==> src/rtl/edge_stim_gen_pkg.sv <==
// ---------------------------------------------------------------------------
// edge_stim_gen_pkg
//   Shared definitions for the edge stimulus generator:
//     - state_t      : run-control FSM states
//     - LATCH/POS/NEG: bit positions of the D-latch, posedge FF and negedge FF
//                      inside both the q readback and the exp model vector
//     - sat_inc8     : saturating increment for the 8-bit error counter
// ---------------------------------------------------------------------------
package edge_stim_gen_pkg;

    typedef enum logic [1:0] {
        ST_IDLE,
        ST_RUN,
        ST_DONE
    } state_t;

    localparam int unsigned LATCH = 2;
    localparam int unsigned POS   = 1;
    localparam int unsigned NEG   = 0;

    function automatic logic [7:0] sat_inc8(input logic [7:0] v);
        return (v == 8'hFF) ? v : v + 8'd1;
    endfunction

endpackage

==> src/rtl/edge_stim_gen_phase_timer.sv <==
// ---------------------------------------------------------------------------
// phase_timer
//   Divides clk into half-phases of DIV cycles and counts PHASES half-phases.
//   Ports:
//     i_clk          system clock
//     i_rst_n        synchronous active-low reset
//     i_clear        restart at cycle 0 of half-phase 0
//     i_run          advance the cycle counter
//     o_phase        current half-phase index
//     o_mid          cycle DIV/2-1 of the half-phase (anything registered here
//                    becomes visible on cycle DIV/2)
//     o_last         cycle DIV-1 of the half-phase
//     o_final_phase  current half-phase is the last one of the run
// ---------------------------------------------------------------------------
module phase_timer #(
    parameter int unsigned DIV    = 4,
    parameter int unsigned PHASES = 16,
    localparam int unsigned CW    = $clog2(DIV),
    localparam int unsigned PW    = $clog2(PHASES)
) (
    input  logic          i_clk,
    input  logic          i_rst_n,
    input  logic          i_clear,
    input  logic          i_run,
    output logic [PW-1:0] o_phase,
    output logic          o_mid,
    output logic          o_last,
    output logic          o_final_phase
);

    logic [CW-1:0] r_cnt;
    logic [PW-1:0] r_phase;

    assign o_phase       = r_phase;
    assign o_mid         = (r_cnt == CW'(DIV / 2 - 1));
    assign o_last        = (r_cnt == CW'(DIV - 1));
    assign o_final_phase = (r_phase == PW'(PHASES - 1));

    always_ff @(posedge i_clk) begin
        if (!i_rst_n) begin
            r_cnt   <= '0;
            r_phase <= '0;
        end else if (i_clear) begin
            r_cnt   <= '0;
            r_phase <= '0;
        end else if (i_run) begin
            if (o_last) begin
                r_cnt   <= '0;
                r_phase <= o_final_phase ? '0 : r_phase + PW'(1);
            end else begin
                r_cnt <= r_cnt + CW'(1);
            end
        end
    end

endmodule

==> src/rtl/edge_stim_gen.sv <==
// ---------------------------------------------------------------------------
// edge_stim_gen
//   Drives a test clock/data pair into a small storage-element DUT (D-latch,
//   posedge FF, negedge FF), keeps a model of what those elements must hold,
//   and counts readback mismatches on the last cycle of every half-phase.
//   Ports:
//     clk      system clock (rising edge)
//     rst_n    synchronous active-low reset
//     start    run request, accepted only in IDLE
//     pattern  PAT_W stimulus bits, captured on an accepted start
//     q        DUT readback {latch, posedge FF, negedge FF}
//     tclk     generated test clock
//     d        generated test data
//     exp      expected value of q, same bit order
//     busy     run in progress
//     done     one-cycle end-of-run pulse
//     err_cnt  saturating mismatch count of the current/last run
// ---------------------------------------------------------------------------
module edge_stim_gen
    import edge_stim_gen_pkg::*;
#(
    parameter int unsigned DIV   = 4,
    parameter int unsigned PAT_W = 8
) (
    input  logic             clk,
    input  logic             rst_n,
    input  logic             start,
    input  logic [PAT_W-1:0] pattern,
    input  logic [2:0]       q,
    output logic             tclk,
    output logic             d,
    output logic [2:0]       exp,
    output logic             busy,
    output logic             done,
    output logic [7:0]       err_cnt
);

    localparam int unsigned PHASES = 2 * PAT_W;
    localparam int unsigned PW     = $clog2(PHASES);

    state_t           r_state;
    logic [PAT_W-1:0] r_pat;
    logic             r_tclk;
    logic             r_d;
    logic [2:0]       r_exp;
    logic             r_busy;
    logic             r_done;
    logic [7:0]       r_err;

    logic             w_accept;
    logic             w_run;
    logic [PW-1:0]    w_phase;
    logic [PW-1:0]    w_idx;
    logic [PAT_W-1:0] w_shift;
    logic             w_bit;
    logic             w_mid;
    logic             w_last;
    logic             w_final;
    logic             w_tclk_nxt;
    logic             w_d_nxt;
    logic [2:0]       w_exp_nxt;
    logic             w_mismatch;

    assign w_accept = (r_state == ST_IDLE) && start;
    assign w_run    = (r_state == ST_RUN);

    phase_timer #(
        .DIV    (DIV),
        .PHASES (PHASES)
    ) u_timer (
        .i_clk         (clk),
        .i_rst_n       (rst_n),
        .i_clear       (w_accept),
        .i_run         (w_run),
        .o_phase       (w_phase),
        .o_mid         (w_mid),
        .o_last        (w_last),
        .o_final_phase (w_final)
    );

    // There are twice as many half-phases as pattern bits; the second pass
    // wraps back over the pattern from bit 0.
    assign w_idx   = (w_phase >= PW'(PAT_W)) ? w_phase - PW'(PAT_W) : w_phase;
    assign w_shift = r_pat >> w_idx;
    assign w_bit   = w_shift[0];

    // Next tclk/d are formed combinationally so the model can be advanced
    // against the same values that will be registered on this edge.
    always_comb begin
        w_tclk_nxt = r_tclk;
        w_d_nxt    = r_d;
        if (w_last) begin
            w_tclk_nxt = w_final ? 1'b0 : ~r_tclk;
        end
        if (w_mid) begin
            w_d_nxt = w_bit;
        end
    end

    always_comb begin
        w_exp_nxt = r_exp;
        if (w_tclk_nxt) begin
            w_exp_nxt[LATCH] = w_d_nxt;
        end
        if (!r_tclk && w_tclk_nxt) begin
            w_exp_nxt[POS] = w_d_nxt;
        end
        if (r_tclk && !w_tclk_nxt) begin
            w_exp_nxt[NEG] = w_d_nxt;
        end
    end

    assign w_mismatch = w_run && w_last && (q != r_exp);

    always_ff @(posedge clk) begin
        if (!rst_n) begin
            r_state <= ST_IDLE;
            r_pat   <= '0;
            r_tclk  <= 1'b0;
            r_d     <= 1'b0;
            r_exp   <= '0;
            r_busy  <= 1'b0;
            r_done  <= 1'b0;
            r_err   <= '0;
        end else begin
            r_done <= 1'b0;
            case (r_state)
                ST_IDLE: begin
                    if (start) begin
                        r_pat   <= pattern;
                        r_err   <= '0;
                        r_busy  <= 1'b1;
                        r_tclk  <= 1'b0;
                        r_state <= ST_RUN;
                    end
                end
                ST_RUN: begin
                    r_tclk <= w_tclk_nxt;
                    r_d    <= w_d_nxt;
                    r_exp  <= w_exp_nxt;
                    if (w_mismatch) begin
                        r_err <= sat_inc8(r_err);
                    end
                    if (w_last && w_final) begin
                        r_busy  <= 1'b0;
                        r_done  <= 1'b1;
                        r_state <= ST_DONE;
                    end
                end
                ST_DONE: begin
                    r_state <= ST_IDLE;
                end
                default: begin
                    r_state <= ST_IDLE;
                end
            endcase
        end
    end

    assign tclk    = r_tclk;
    assign d       = r_d;
    assign exp     = r_exp;
    assign busy    = r_busy;
    assign done    = r_done;
    assign err_cnt = r_err;

endmodule

==> config.mk <==
export PLATFORM = sky130hd
export DESIGN_NAME = edge_stim_gen
export DESIGN_NICKNAME = d
export VERILOG_FILES = /design/src/rtl/edge_stim_gen_pkg.sv /design/src/rtl/edge_stim_gen_phase_timer.sv /design/src/rtl/edge_stim_gen.sv
export SDC_FILE = /design/constraint.sdc
export NUM_CORES = 1
export LEC_CHECK = 0
export ABC_AREA = 1
export CAP_MARGIN = 20
export CORE_AREA = 5 5 73 59
export DETAILED_ROUTE_END_ITERATION = 10
export DIE_AREA = 0 0 78 64
export DONT_BUFFER_PORTS = 1
export SYNTH_ARGS = -nofsm -noshare
export SYNTH_HDL_FRONTEND = slang
export SYNTH_HIERARCHICAL = 1
export SYNTH_SLANG_ARGS = --single-unit
==> constraint.sdc <==
create_clock -name clk -period 3.75 [get_ports clk]
set_clock_uncertainty 0.05 [all_clocks]
set_input_delay 0.75 -clock clk [delete_from_list [all_inputs] [get_ports clk]]
set_output_delay 0.75 -clock clk [all_outputs]
set_load 0.03 [all_outputs]
# Yosys cells after proc, flatten, opt, wreduce, memory -nomap -nowiden
# Index checks and enable logic that the tools add are counted.
# word_totals
word_cells	70
input_bits	14
reg_bits	31
output_inout_bits	15
# classes
magnitude_cmp	1
add_sub_neg	4
bitwise	2
n_eq_ne	10
reduce_logical	21
n_shift	1
muxes	19
# ops
op	n
$mux W8	3
$pmux W8 S2	1
$reduce_and A2 Y1	8
$add A8 B1 Y8 const B	1
$eq A8 B8 Y1 const B	1
$mux W4	2
$shr A8 B4 Y1	1
$mux W1	7
$logic_and A1 B1 Y1	6
$mux W2	3
$add A4 B1 Y4 const B	1
$eq A2 B1 Y1 const B	2
$eq A4 B4 Y1 const B	1
$ge A4 B4 Y1 const B	1
$ne A2 B1 Y1 const B	2
$ne A2 B2 Y1 const B	2
$pmux W1 S2	2
$pmux W2 S2	1
$reduce_and A4 Y1	1
$sub A4 B4 Y4 const B	1
$ne A3 B3 Y1	1
$reduce_and A3 Y1	1
$add A2 B1 Y2 const B	1
$eq A2 B2 Y1 const B	1
other kinds (5)	7

# Depth between registers and ports, before layout
# depth
word_depth	6
ltp_mapped	10

# Hierarchy
# The synthesis kept the hierarchy.
# modules_own_cells
module	area_each_um2	seq_area_each_um2	cells_per_inst	instances
edge_stim_gen	1368.8	500.5	195	1
phase_timer	310.3	120.1	42	1

# Least setup slack after synthesis
# Ideal clock, no wire load.
# synth_timing
path_type	register -> register
start	register r_err[0], in the netlist err_cnt[0]
end	register r_err[2], in the netlist err_cnt[2]
setup_slack_ps	2144
t_required_ps	3585
arrival_ps	1441
synth_period_minus_slack_ps	1606
n_path_buf	0
path_stages_with_launch	9
path_cell_list	dfxtp_1 > ha_1 > nand3_2 > inv_1 > nand2_2 > nand3_4 > nand2_4 > nor2_1 > nor2_2
# synth_via
elab_chain_cells	4
word_cells_on_any_way	7
# synth_lines
item	line	rtl
from (decl)	edge_stim_gen.sv:48	logic [7:0] r_err;
from (signal assigned)	edge_stim_gen.sv:142	r_err <= sat_inc8(r_err);
$add A8 B1 Y8	edge_stim_gen_pkg.sv:22	return (v == 8'hFF) ? v : v + 8'd1;
$mux W8	edge_stim_gen_pkg.sv:22	
$mux W8	edge_stim_gen.sv:141	if (w_mismatch) begin
$pmux W8 S2	edge_stim_gen.sv:127	case (r_state)
# Parallel ways exist; a longest one is shown, timed or not. The select of a mux whose other input is x is not followed.
# A chain may end at the register's enable or synchronous reset.

# Final worst setup path
# layout_timing
start	register r_err[1], in the netlist err_cnt[1]
end	register r_err[2], in the netlist err_cnt[2]
# Same word-level chain as after synthesis.

==> summary.txt <==
register area share after synthesis: 36.96%
vias in the first global route: 1,204
CTS tree: built
area of the core: 3495 µm²
final slew viol count: 0
ANT cells: 0
Gate Count Post-Synth: 237
cts hold-fix bufs: 0
clk root buf: clkbuf_8
Final Wtd Congestion: 0.7911
Cell Rows: 19
die area: 4992 µm²
post-DP HPWL: 2.526 mm
VDD IR max: 0.1852 mV
final layout net count: 257
final setup fails: 0
first-pass GRT wire length: 5.727 mm
f_max: 556.7 MHz
EDFF count, synth: 0
asr flop ratio synth: 0%
Final Core Density: 51.02%
post-layout minimum cycle time: 1.796 ns
clock buffer depth: 2
Chip Width: 78 µm
routed vias: 1,410
Fin. Hold Viols: 0
Slew Limit Headroom: 65.80%
leading cell types by count after synthesis: nand2_1 (44), inv_1 (36), dfxtp_1 (31), nor2_1 (23), nand3_1 (22)
Fin Setup TNS: 0 ns
proportion of netlist area held by the largest area contributor: 36.96%
WP data required: 3.88 ns
Critical Path AT: 1.93 ns
final cycle utilization of the critical path: 47.90%
DRC viols: 0
pin count of the biggest net entering global routing: 25
clock-pin slew on the worst setup and hold paths: 0.07 ns
Post-Route WL: 3.444 mm
worst slew pin tran: 0.5125 ns
Post-CTS Setup Repair Bufs: 0
Crit Path Category: reg2reg
Power Density: 377.0 nW/µm²
critical path startpoint category: register
Yosys warning count: 6
layout cells sized above 1: 14.58%
area leader, netlist: dfxtp_1
gr ovfl total: 0
1st-iter DRT viols: 63
Avg Cell Area, Syn: 7.085 µm²
first-pass iteration count of the detailed router: 4
# IOs: 29
Max Cap Viol: 0
Synth Flop Type: dfxtp_1
Area growth syn-to-layout: 6.185%
CTS Sinks: 31
initial antenna violation count: 0
vias per cell: 5.000
status: finished clean
CTS Buf Count: 5
count leader, synth: nand2_1
cell area after synthesis: 1679 µm²
CP endpoint kind: register
Port Buf Inserts: 0
worst hold path type: reg2reg
crit path max fanout: 9
WL/cell: 12.21 µm
H-Tree Level Count: 2
Die H: 64 µm
Routed Antenna Nets: 0
worst-skew pair later-pin latency: 0.29 ns
Leakage: 0.7568 nW
Resized cells post-CTS: 0
Design Power: 0.0006721 W
total track usage: 14.67%
Synth Register Bits: 31
unrepaired setup endpoints after global routing: no
Cell variety after synth: 32
Initial Util: 48.05%
dominant cells by area after synthesis: dfxtp_1 (37%), nand2_1 (9.8%), inv_1 (8.0%)
Post-Syn Nets: 255
[cells in the final DEF, fill, tap and decap left out, drive strengths merged]
master	netlist	layout
or2	2	2
nor2	30	30
clkinv	2	3
nand2	51	51
xnor2	2	2
a21oi	22	22
nor3	4	4
nand3b	1	1
clkbuf	0	7
ha	4	4
nand3	26	26
nand4	1	1
o211ai	1	1
dfxtp	31	31
nor3b	2	2
o21ai	15	15
o21bai	1	1
inv	37	37
[critical path, cell delays in order, from the launching register on]
cell     delay (ns)
dfxtp_1        0.60
ha_1           0.30
nand3_2        0.12
inv_1          0.11
nand2_2        0.08
nand3_4        0.14
nand2_4        0.10
nor2_1         0.14
nor2_2         0.05
[routing by layer]
layer	up-vias	part of all wire [%]	track usage, %
li1	757	-	-
met1	619	50	20.27
met2	28	41	18.65
met3	6	6.8	6.882
met4	0	2.1	7.595
met5	-	0	0
[area by class of cell]
type | instances | area, µm²
fill | 368 | 1712
inverter | 39 | 147.6
clock inverter | 1 | 5.005
tap | 42 | 52.55
sequential | 31 | 620.6
multi-input combinational | 162 | 880.8
clock buffer | 7 | 76.32
[cell families (layout without fill, tap and decap cells)]
group	after synthesis	in the layout	share of synthesized area [%]
buf+inv	44	47	10.58
flops	31	31	36.96
compound gates	39	39	13.04
fa+ha+maj	4	4	2.981
simple gates	117	117	35.40
xor+xnor	2	2	1.043
[where the power goes]
| part | switching (W) | internal (W) | leakage [nW] |
|---|---|---|---|
| clock network | 0.000125 | 0.000130 | 0.0422 |
| registers | 0.0000151 | 0.000343 | 0.253 |
| logic | 0.0000401 | 0.0000197 | 0.462 |
[path summary, 6_finish.rpt]
kind	startpoint	end	slack, ns	depth (start not counted)
max	err_cnt[1]	err_cnt[2]	1.95	8
min	r_pat[3]	r_pat[3]	0.40	2
max reg2reg	err_cnt[1]	err_cnt[2]	1.95	8
min reg2reg	r_pat[3]	r_pat[3]	0.40	2
[registers in the layout, indices dropped and copies added (netlist names), 2 cells and up]
register and cells:
err_cnt 8, exp 3, r_pat 8, r_state 2, u_timer/o_phase 4, u_timer/r_cnt 2
[per-stage QoR]
stage | hold slack [ns] | cell area (µm²) | worst slack, ns | std cells
2_1_floorplan | 0.3786 | 1679 | 2.144 | 237
3_3_place_gp | 0.3946 | 1702 | 1.985 | 274
3_5_place_dp | 0.3926 | 1702 | 1.963 | 274
4_1_cts | 0.4028 | 1783 | 1.951 | 282
5_1_grt | 0.4267 | 1783 | 1.817 | 282
6_report | 0.3994 | 1783 | 1.954 | 282
(Power assumes the default switching activity.)
